`config.mk`:
```
export PLATFORM = sky130hd
export DESIGN_NAME = multi_cycle_controller
export DESIGN_NICKNAME = d
export VERILOG_FILES = /design/src/rtl/riscv_pkg.sv /design/src/rtl/alu_op_decoder.sv /design/src/rtl/multi_cycle_controller.sv
export SDC_FILE = /design/constraint.sdc
export NUM_CORES = 1
export LEC_CHECK = 0
export ABC_AREA = 1
export ABC_CLOCK_PERIOD_IN_PS = 3720
export CAP_MARGIN = 5
export CORE_MARGIN = 2
export CORE_UTILIZATION = 45
export CTS_BUF_LIST = sky130_fd_sc_hd__clkbuf_16
export DETAILED_ROUTE_END_ITERATION = 12
export HOLD_SLACK_MARGIN = 0.1
export PLACE_DENSITY_LB_ADDON = 0.05
export SLEW_MARGIN = 30
export SYNTH_ARGS = -nofsm -noshare
export SYNTH_HDL_FRONTEND = slang
export SYNTH_HIERARCHICAL = 1
export SYNTH_SLANG_ARGS = --single-unit
```
`constraint.sdc`:
```
create_clock -name clk -period 3.72 [get_ports clk]
set_input_delay 0.744 -clock clk [delete_from_list [all_inputs] [get_ports clk]]
set_output_delay 0.744 -clock clk [all_outputs]
set_load 0.05 [all_outputs]
```
`src/rtl/riscv_pkg.sv`:
```
// Shared encodings for the multi-cycle RV32I-subset controller: opcodes,
// ALU operation codes, datapath mux selects and the controller state set.
package riscv_pkg;

   localparam logic [6:0] OP_R    = 7'b0110011;
   localparam logic [6:0] OP_I    = 7'b0010011;
   localparam logic [6:0] OP_LW   = 7'b0000011;
   localparam logic [6:0] OP_SW   = 7'b0100011;
   localparam logic [6:0] OP_BR   = 7'b1100011;
   localparam logic [6:0] OP_JAL  = 7'b1101111;
   localparam logic [6:0] OP_JALR = 7'b1100111;
   localparam logic [6:0] OP_LUI  = 7'b0110111;

   typedef enum logic [2:0] {
      ALU_ADD = 3'b000,
      ALU_SUB = 3'b001,
      ALU_AND = 3'b010,
      ALU_OR  = 3'b011,
      ALU_SLT = 3'b100
   } alu_op_t;

   typedef enum logic [1:0] {
      RES_ALUOUT    = 2'b00,
      RES_DATA      = 2'b01,
      RES_ALURESULT = 2'b10,
      RES_IMM       = 2'b11
   } result_src_t;

   typedef enum logic [1:0] {
      SRCA_PC    = 2'b00,
      SRCA_OLDPC = 2'b01,
      SRCA_REGA  = 2'b10
   } alu_src_a_t;

   typedef enum logic [1:0] {
      SRCB_REGB = 2'b00,
      SRCB_IMM  = 2'b01,
      SRCB_FOUR = 2'b10
   } alu_src_b_t;

   typedef enum logic [2:0] {
      IMM_I = 3'b000,
      IMM_S = 3'b001,
      IMM_B = 3'b010,
      IMM_J = 3'b011,
      IMM_U = 3'b100
   } imm_src_t;

   // Instruction classes that matter to the ALU operation decoder
   typedef enum logic [1:0] {
      CLS_R      = 2'b00,
      CLS_I      = 2'b01,
      CLS_BRANCH = 2'b10,
      CLS_OTHER  = 2'b11
   } op_class_t;

   typedef enum logic [3:0] {
      FETCH    = 4'd0,
      DECODE   = 4'd1,
      MEMADR   = 4'd2,
      MEMREAD  = 4'd3,
      MEMWB    = 4'd4,
      MEMWRITE = 4'd5,
      EXECR    = 4'd6,
      EXECI    = 4'd7,
      ALUWB    = 4'd8,
      BRANCH   = 4'd9,
      JAL      = 4'd10,
      JALR     = 4'd11,
      LUI      = 4'd12
   } state_t;

   function automatic op_class_t op_class(input logic [6:0] op);
      case (op)
         OP_R:    return CLS_R;
         OP_I:    return CLS_I;
         OP_BR:   return CLS_BRANCH;
         default: return CLS_OTHER;
      endcase
   endfunction

endpackage

```
`src/rtl/alu_op_decoder.sv`:
```
// Combinational ALU operation decoder: instruction class + funct fields
// give the ALUOp code and whether the funct combination is supported.
module alu_op_decoder
   import riscv_pkg::*;
(
   input  op_class_t  op_class_i,
   input  logic [2:0] funct3_i,
   input  logic       funct7b5_i,
   output logic [2:0] alu_op_o,
   output logic       legal_o
);

   // Classes other than R/I/branch always add; opcode legality is the FSM's job
   always_comb begin
      alu_op_o = ALU_ADD;
      legal_o  = 1'b1;
      case (op_class_i)
         CLS_R: begin
            case (funct3_i)
               3'b000:  alu_op_o = funct7b5_i ? ALU_SUB : ALU_ADD;
               3'b111: begin alu_op_o = ALU_AND; legal_o = !funct7b5_i; end
               3'b110: begin alu_op_o = ALU_OR;  legal_o = !funct7b5_i; end
               3'b010: begin alu_op_o = ALU_SLT; legal_o = !funct7b5_i; end
               default: legal_o = 1'b0;
            endcase
         end
         CLS_I: begin
            case (funct3_i)
               3'b000:  alu_op_o = ALU_ADD;
               3'b111:  alu_op_o = ALU_AND;
               3'b110:  alu_op_o = ALU_OR;
               3'b010:  alu_op_o = ALU_SLT;
               default: legal_o = 1'b0;
            endcase
         end
         CLS_BRANCH: begin
            case (funct3_i)
               3'b000, 3'b001: alu_op_o = ALU_SUB;
               3'b100, 3'b101: alu_op_o = ALU_SLT;
               default:        legal_o  = 1'b0;
            endcase
         end
         default: begin
            alu_op_o = ALU_ADD;
            legal_o  = 1'b1;
         end
      endcase
   end

endmodule

```
`src/rtl/multi_cycle_controller.sv`:
```
// Multi-cycle RV32I-subset control FSM driving the shared PC/IR/memory/
// register-file datapath and the 3-bit ALUOp / Zero ALU interface.
module multi_cycle_controller
   import riscv_pkg::*;
#(
   parameter state_t RESET_STATE = FETCH
) (
   input  logic       clk,
   input  logic       rst,
   input  logic [6:0] op,
   input  logic [2:0] funct3,
   input  logic       funct7b5,
   input  logic       Zero,
   output logic       PCWrite,
   output logic       AdrSrc,
   output logic       MemWrite,
   output logic       IRWrite,
   output logic       RegWrite,
   output logic [1:0] ResultSrc,
   output logic [1:0] ALUSrcA,
   output logic [1:0] ALUSrcB,
   output logic [2:0] ImmSrc,
   output logic [2:0] ALUOp,
   output logic       Illegal
);

   state_t     state_q;
   state_t     state_eff;
   logic [2:0] dec_alu_op;
   logic       dec_legal;
   logic       op_known;

   alu_op_decoder u_alu_op_decoder (
      .op_class_i (op_class(op)),
      .funct3_i   (funct3),
      .funct7b5_i (funct7b5),
      .alu_op_o   (dec_alu_op),
      .legal_o    (dec_legal)
   );

   // Opcodes the controller knows how to sequence
   always_comb begin
      case (op)
         OP_R, OP_I, OP_LW, OP_SW, OP_BR, OP_JAL, OP_JALR, OP_LUI: op_known = 1'b1;
         default: op_known = 1'b0;
      endcase
   end

   // While reset is held the outputs present FETCH values with strobes masked
   assign state_eff = rst ? state_q : FETCH;

   // State register and next-state selection
   always_ff @(posedge clk) begin
      if (!rst) begin
         state_q <= RESET_STATE;
      end else begin
         case (state_q)
            FETCH:  state_q <= DECODE;
            DECODE: begin
               if (!dec_legal) begin
                  state_q <= FETCH;
               end else begin
                  case (op)
                     OP_R:         state_q <= EXECR;
                     OP_I:         state_q <= EXECI;
                     OP_LW, OP_SW: state_q <= MEMADR;
                     OP_BR:        state_q <= BRANCH;
                     OP_JAL:       state_q <= JAL;
                     OP_JALR:      state_q <= JALR;
                     OP_LUI:       state_q <= LUI;
                     default:      state_q <= FETCH;
                  endcase
               end
            end
            MEMADR:   state_q <= (op == OP_LW) ? MEMREAD : MEMWRITE;
            MEMREAD:  state_q <= MEMWB;
            MEMWB:    state_q <= FETCH;
            MEMWRITE: state_q <= FETCH;
            EXECR:    state_q <= ALUWB;
            EXECI:    state_q <= ALUWB;
            ALUWB:    state_q <= FETCH;
            BRANCH:   state_q <= FETCH;
            JALR:     state_q <= JAL;
            JAL:      state_q <= ALUWB;
            LUI:      state_q <= FETCH;
            default:  state_q <= FETCH;
         endcase
      end
   end

   // Datapath control decode from the effective state and instruction fields
   always_comb begin
      PCWrite   = 1'b0;
      AdrSrc    = 1'b0;
      MemWrite  = 1'b0;
      IRWrite   = 1'b0;
      RegWrite  = 1'b0;
      ResultSrc = RES_ALUOUT;
      ALUSrcA   = SRCA_PC;
      ALUSrcB   = SRCB_REGB;
      ImmSrc    = IMM_I;
      ALUOp     = ALU_ADD;
      Illegal   = 1'b0;
      case (state_eff)
         FETCH: begin
            IRWrite   = 1'b1;
            PCWrite   = 1'b1;
            ALUSrcB   = SRCB_FOUR;
            ResultSrc = RES_ALURESULT;
         end
         DECODE: begin
            ALUSrcA = SRCA_OLDPC;
            ALUSrcB = SRCB_IMM;
            ImmSrc  = (op == OP_JAL) ? IMM_J : IMM_B;
            Illegal = !op_known || !dec_legal;
         end
         MEMADR: begin
            ALUSrcA = SRCA_REGA;
            ALUSrcB = SRCB_IMM;
            ImmSrc  = (op == OP_SW) ? IMM_S : IMM_I;
         end
         MEMREAD: AdrSrc = 1'b1;
         MEMWB: begin
            ResultSrc = RES_DATA;
            RegWrite  = 1'b1;
         end
         MEMWRITE: begin
            AdrSrc   = 1'b1;
            MemWrite = 1'b1;
         end
         EXECR: begin
            ALUSrcA = SRCA_REGA;
            ALUOp   = dec_alu_op;
         end
         EXECI: begin
            ALUSrcA = SRCA_REGA;
            ALUSrcB = SRCB_IMM;
            ALUOp   = dec_alu_op;
         end
         ALUWB: RegWrite = 1'b1;
         BRANCH: begin
            ALUSrcA = SRCA_REGA;
            ALUOp   = dec_alu_op;
            // beq/bge take on Zero, bne/blt on !Zero
            PCWrite = Zero ^ (funct3[0] ^ funct3[2]);
         end
         JALR: begin
            ALUSrcA = SRCA_REGA;
            ALUSrcB = SRCB_IMM;
         end
         JAL: begin
            PCWrite = 1'b1;
            ALUSrcA = SRCA_OLDPC;
            ALUSrcB = SRCB_FOUR;
         end
         LUI: begin
            ImmSrc    = IMM_U;
            ResultSrc = RES_IMM;
            RegWrite  = 1'b1;
         end
         default: ;
      endcase
      if (!rst) begin
         PCWrite  = 1'b0;
         MemWrite = 1'b0;
         IRWrite  = 1'b0;
         RegWrite = 1'b0;
         Illegal  = 1'b0;
      end
   end

endmodule

```
==> results of run 1 <==
metal layers:
layer | vias to the layer above | track usage [%]
met3 | 4 | 3.67
met4 | 0 | 4.24
met1 | 454 | 30.9
met2 | 52 | 39.7
li1 | 540 | -
met5 | - | 0
power breakdown:
part	leakage, nW	switching, mW	internal (mW)	total, mW
sequential	0.0326	0.00252	0.0446	0.0471
combinational	0.479	0.0565	0.0345	0.0910
clock	0.0370	0.0312	0.137	0.169
total	0.548	0.0902	0.217	0.307
layout by cell type, fill, tap and decap left out, types with 2 or more instances in the layout:
master,n
o21ai_0,7
nand2_1,47
nor2_1,29
o21ai_1,2
nor2_4,2
nand3_1,14
inv_2,2
buf_12,3
clkbuf_16,3
clkdlybuf4s50_1,20
a21oi_1,6
buf_4,9
dfxtp_1,4
inv_1,25
Yosys cell counts:
cell type	instances
nand2_1	47
nor2_1	29
inv_1	25
nand3_1	14
o21ai_0	7
a21oi_1	6
dfxtp_1	4
inv_2	2
nor2_4	2
o21ai_1	2
a31oi_1	1
buf_6	1
nand3_2	1
nand4_1	1
nor2_2	1
nor3_1	1
nor3_2	1
o211ai_1	1
o22ai_1	1
o22ai_2	1
xnor2_1	1
xor2_1	1
worst max-delay path: cells and delay by family:
kind | cells | cell delay (ns)
buf+inv | 4 | 1.67
simple gates | 2 | 0.20
path summary, 6_finish.rpt:
| check | start | end | slack [ns] | depth (start not counted) |
|---|---|---|---|---|
| worst min-delay path | state_q[0] | state_q[0] | 0.57 | 1 |
| worst min register to register | state_q[0] | state_q[0] | 0.57 | 1 |
| worst max-delay path | rst | IRWrite | 0.37 | 6 |
| worst max register to register | state_q[2] | state_q[1] | 2.56 | 5 |
cell type report:
class / instances / area (µm²)
inverters: 27 / 101
clock buffers: 3 / 75.1
multi-input cells: 118 / 541
well taps: 16 / 20.0
repair buffers: 32 / 328
fillers: 131 / 379
flip-flops and latches: 4 / 80.1
through the flow:
stage	std cells	hold slack [ns]
6_report	200	0.567
5_1_grt	200	0.619
4_1_cts	200	0.561
3_5_place_dp	197	0.548
3_3_place_gp	197	0.545
2_1_floorplan	150	0.495
kinds of logic (layout without fill, tap and decap cells):
kind of cell    Yosys count  after routing
xor+xnor                  2              2
flops                     4              4
simple gates             97             97
compound gates           19             19
buf+inv                  28             62
==> impl_metrics.csv, run 1 <==
group,metric,value,unit
drt,top_layer,"met4",
placement,globalplace.congestion,0.929,
worst_setup_path,worstSetupPathType,"primary input to primary output",
final_layout,fin_util,75.1,%
worst_setup_path,critPathSlowestCell,"clkdlybuf4s50_1",
synthesis,yosysUniqueCellTypes,22,
final_layout,antennaDiodeCount,0,
floorplanning,row_count,14,
timing,final.min_clock_period,3.35,ns
floorplanning,core,1520,µm²
clock_tree,root_buffer,"clkbuf_16",
synthesis,synth_top_area_cell,"nand2_1",
placement,dp_hpwl,1660,µm
clock_tree,clkSinkCount,4,
synthesis,synth_fa_ha_area_share,0,%
clock_tree,cts_resized,0,
clock_tree,postCtsSetupBuffers,0,
power_and_ir_drop,p_leak,0.548,nW
timing,finalCritPeriodShare,90.0,%
final_layout,top_register,"state_q",
hold_path,hold_path_class,"flip-flop to flip-flop",
clock_tree,clk_pin_slew,0.03,ns
worst_setup_path,start_kind,"primary input",
synthesis,synthesis.area,733,µm²
worst_setup_path,cp.required,2.98,ns
drt,drc_errors,0,
synthesis,avgSynthCellArea,4.89,µm²
floorplanning,ioPinCount,32,
synthesis,ys_seq_elements,4,
synthesis,synth_area_leaders,"nand2_1, nor2_1, inv_1",
synthesis,synth_xor_area_share,2.39,%
drt,drt_iter0_markers,42,
flow_run,cap_violations,0,
timing,worst_slew_pin_slew,0.498,ns
timing,max_slew_margin,66.7,%
drt,viasPerCell,5.25,
clock_tree,cts_htree_levels,1,
drt,ant_nets,0,
placement,place_area,1070,µm²
worst_setup_path,endpoint_kind,"primary output",
drt,routed-wl-met3,193,µm
placement,io_buffers,31,
power_and_ir_drop,design_power_total,0.307,mW
floorplanning,die_area,1970,µm²
synthesis,syn_nets,164,
drt,vias,1050,
outcome,run_status,"complete, no violations",
power_and_ir_drop,vdd_drop_max,0.464,mV
drt,wire_per_inst,10.7,µm
global_routing,grt_max_degree,9,
final_layout,design_area,1140,µm²
synthesis,synth_top_family_by_area,"simple AND/OR/NAND/NOR gates",
timing,slew_viol_final,0,
global_routing,antenna_found_initial,0,
synthesis,netlist.area_leader.share,24.1,%
synthesis,ys_warn_count,6,
drt,routed_wl,2140,µm
global_routing,first_global_vias,874,
placement,place_ws,0.400,ns
final_layout,syn_to_final_growth,56.1,%
timing,layout_setup_ws,0.371,ns
clock_tree,cts_tree,"yes",
final_layout,largest_register_ffs,4,
drt,dr.pass1.iters,4,
power_and_ir_drop,cellPowerDensity,268,nW/µm²
floorplanning,die-height,44.4,µm
final_layout,largest_registers,"state_q (4)",
global_routing,grt_overflow,0,
clock_tree,numCtsBuffers,3,
timing,finalSetupViolations,0,
worst_setup_path,arrival,2.60,ns
synthesis,synth-simple-area-share,56.7,%
global_routing,grt_usage,23.2,%
timing,hold_violations,0,
global_routing,grt_pass1_wl,3500,µm
final_layout,finalNetCount,200,
synthesis,synth-seq-area-share,10.9,%
clock_tree,clock_path_buffers,2,
timing,fmax,0.299,GHz
drt,wl_met1,902,µm
timing,rsz0062_at_grt,"false",
clock_tree,cts_hold_buf,0,
drt,wl_met2,1020,µm
floorplanning,dieWidth,44.4,µm
worst_setup_path,cp_cell_sequence,"clkdlybuf4s50_1, inv_1, nor2_1, inv_1, nor2_1, clkdlybuf4s50_1",
synthesis,synth-compound-area-share,14.7,%
clock_tree,clock_latency,0.23,ns
worst_setup_path,cpPeakStageDelay,0.81,ns
final_layout,drive_above_1_share,12.5,%
synthesis,muxShareOfSynthArea,0,%
worst_setup_path,cp_max_fo,8,
floorplanning,start_util,48.1,%
timing,setup_tns,0,ns
synthesis,syn-instance-count,150,
timing,skew,0.00186,ns
(Power assumes the default switching activity.)
==> run 2: changes to the inputs <==
Settings changed: ABC_AREA 1 to default.
==> run 2 against run 1 <==
Compared with the run above:
- first-iteration DRC count decreased by 40%
- synthesized cell count shrank 25%
- die area rose by 2.6%
- sequential cell count is the same
- sequential share of layout area fell by 0.16 points
- clock power fell by 2%
- clock skew is 0.00073 ns lower
- wire length increased by 6.5%
- global-route usage rose by 1.9 points
- critical endpoint is now Illegal
==> impl_metrics.csv, run 2 <==
group,metric,value,unit
final_layout,syn_to_final_growth,55.4,%
floorplanning,row_count,14,
drt,wire_per_inst,14.5,µm
power_and_ir_drop,cellPowerDensity,262,nW/µm²
timing,finalSetupViolations,0,
floorplanning,start_util,48.9,%
placement,dp_hpwl,1710,µm
floorplanning,dieWidth,44.9,µm
drt,drc_errors,0,
synthesis,ys_warn_count,6,
hold_path,hold_path_end,"state_q[3]",
global_routing,antenna_found_initial,0,
final_layout,top_register,"state_q",
worst_setup_path,start_kind,"primary input",
clock_tree,cts_hold_buf,0,
power_and_ir_drop,p_leak,0.453,nW
timing,final.min_clock_period,3.44,ns
global_routing,grt_usage,25.1,%
final_layout,fin_util,76.1,%
synthesis,synth_top_flop_cell,"dfxtp_1",
hold_path,hold_path_class,"flip-flop to flip-flop",
final_layout,largest_registers,"state_q (4)",
floorplanning,core,1540,µm²
final_layout,largest_register_ffs,4,
final_layout,final_common_cell,"clkdlybuf4s50_1",
synthesis,ys_seq_elements,4,
clock_tree,cts_resized,0,
synthesis,synthesis.area,754,µm²
drt,vias,923,
floorplanning,die-height,44.9,µm
hold_path,hold_depth,2,
timing,fmax,0.291,GHz
placement,io_buffers,31,
final_layout,drive_above_1_share,13.5,%
clock_tree,root_buffer,"clkbuf_16",
timing,skew,0.00113,ns
global_routing,grt_max_degree,20,
floorplanning,ioPinCount,32,
synthesis,netlist.area_leader.share,10.6,%
worst_setup_path,endpoint_kind,"primary output",
flow_run,cap_violations,0,
synthesis,synth-async-reset-ratio,0,%
drt,dr.pass1.iters,4,
clock_tree,cts_tree,"yes",
worst_setup_path,cp_max_fo,7,
clock_tree,clk_pin_slew,0.03,ns
floorplanning,die_area,2020,µm²
timing,max_slew_margin,55.3,%
final_layout,antennaDiodeCount,0,
timing,slew_viol_final,0,
synthesis,synth_edf_count,0,
placement,globalplace.congestion,0.838,
outcome,run_status,"complete, no violations",
global_routing,grt_overflow,0,
synthesis,syn-instance-count,113,
worst_setup_path,rr_startpoint,"state_q[3]",
global_routing,first_global_vias,811,
timing,worst_slew_pin_slew,0.670,ns
synthesis,ys_top_cells_by_count,"nor2_1, inv_1, nand2_1",
synthesis,yosysMostFrequentCell,"nor2_1",
worst_setup_path,cp.required,2.98,ns
synthesis,synth-seq-area-share,10.6,%
clock_tree,clock_latency,0.22,ns
global_routing,grt_pass1_wl,3690,µm
drt,viasPerCell,5.88,
drt,drt_iter0_markers,25,
synthesis,syn_nets,127,
clock_tree,postCtsSetupBuffers,0,
worst_setup_path,r2r_slack,2.21,ns
timing,finalCritPeriodShare,92.5,%
final_layout,finalNetCount,157,
worst_setup_path,reg2reg_depth,3,
timing,rsz0062_at_grt,"false",
synthesis,avgSynthCellArea,6.68,µm²
drt,routed_wl,2270,µm
synthesis,yosysUniqueCellTypes,43,
final_layout,final_cell_mix,"clkdlybuf4s50_1, nor2_1, inv_1",
clock_tree,clock_path_buffers,2,
synthesis,synth_area_leaders,"dfxtp_1, nor2_1, inv_1",
hold_path,min_from,"state_q[1]",
timing,setup_tns,0,ns
power_and_ir_drop,vdd_drop_max,0.310,mV
clock_tree,clkSinkCount,4,
drt,ant_nets,0,
worst_setup_path,arrival,2.70,ns
clock_tree,cts_htree_levels,1,
clock_tree,numCtsBuffers,3,
worst_setup_path,worstSetupPathType,"primary input to primary output",
timing,hold_violations,0,
synthesis,synth_top_area_cell,"dfxtp_1",
worst_setup_path,r2r_end,"state_q[1]",
## run 2: worst max path at each step
stage | slack [ns] | endpoint | depth (start not counted) | startpoint
after floorplan | 0.65 | PCWrite | 4 | funct3[0]
after global placement | 0.37 | Illegal | 8 | op[3]
after detailed placement | 0.31 | ImmSrc[2] | 4 | rst
after CTS | 0.29 | Illegal | 8 | op[3]
after global routing | 0.20 | ALUOp[2] | 7 | op[3]
final | 0.28 | Illegal | 8 | op[3]
## run 2: routing by layer
layer / GRT usage (%) / vias up / share of wire [%]
li1: - / 460 / -
met1: 28.3 / 426 / 42
met2: 44.3 / 29 / 50
met3: 2.80 / 8 / 3.6
met4: 15.9 / 0 / 3.5
met5: 0 / - / 0
## run 2: final cells by class
cell class                 instances  area [µm²]
tap                               16        20.0
multi-input combinational         92         596
fill                             126         369
inverter                           9        33.8
sequential                         4        80.1
timing repair buffer              33         368
clock buffer                       3        75.1
## run 2: critical path, cell delays in order
cell and delay (ns):
clkdlybuf4s50_1 0.48, and3b_1 0.34, nand3_1 0.24, nor2_1 0.16, o32a_1 0.16, nand3_1 0.16
o21a_1 0.25, buf_12 0.15
## run 2: report_power, final
group	internal [mW]	leakage (nW)	switching, mW
Combinational	0.0395	0.383	0.0541
Clock	0.137	0.0370	0.0279
Sequential	0.0443	0.0326	0.00455
Total	0.221	0.453	0.0865
## run 2: cell families after synthesis
group	Yosys count	share of synthesized area, %
buffers and inverters	17	10.4
AOI/OAI and AO/OA	26	27.4
muxes	2	2.65
xor gates and xnor gates	5	5.81
and+or+nand+nor	59	43.1
DFF	4	10.6
## run 2: per-stage QoR
stage / total power, mW / worst slack [ns] / instances / area [µm²] / hold WS [ns]
after floorplan: 0.102 / 0.645 / 113 / 754 / 0.643
after global placement: 0.140 / 0.367 / 154 / 1100 / 0.664
after detailed placement: 0.141 / 0.306 / 154 / 1100 / 0.689
after CTS: 0.309 / 0.289 / 157 / 1170 / 0.694
after global routing: 0.320 / 0.205 / 157 / 1170 / 0.738
final: 0.307 / 0.279 / 157 / 1170 / 0.697
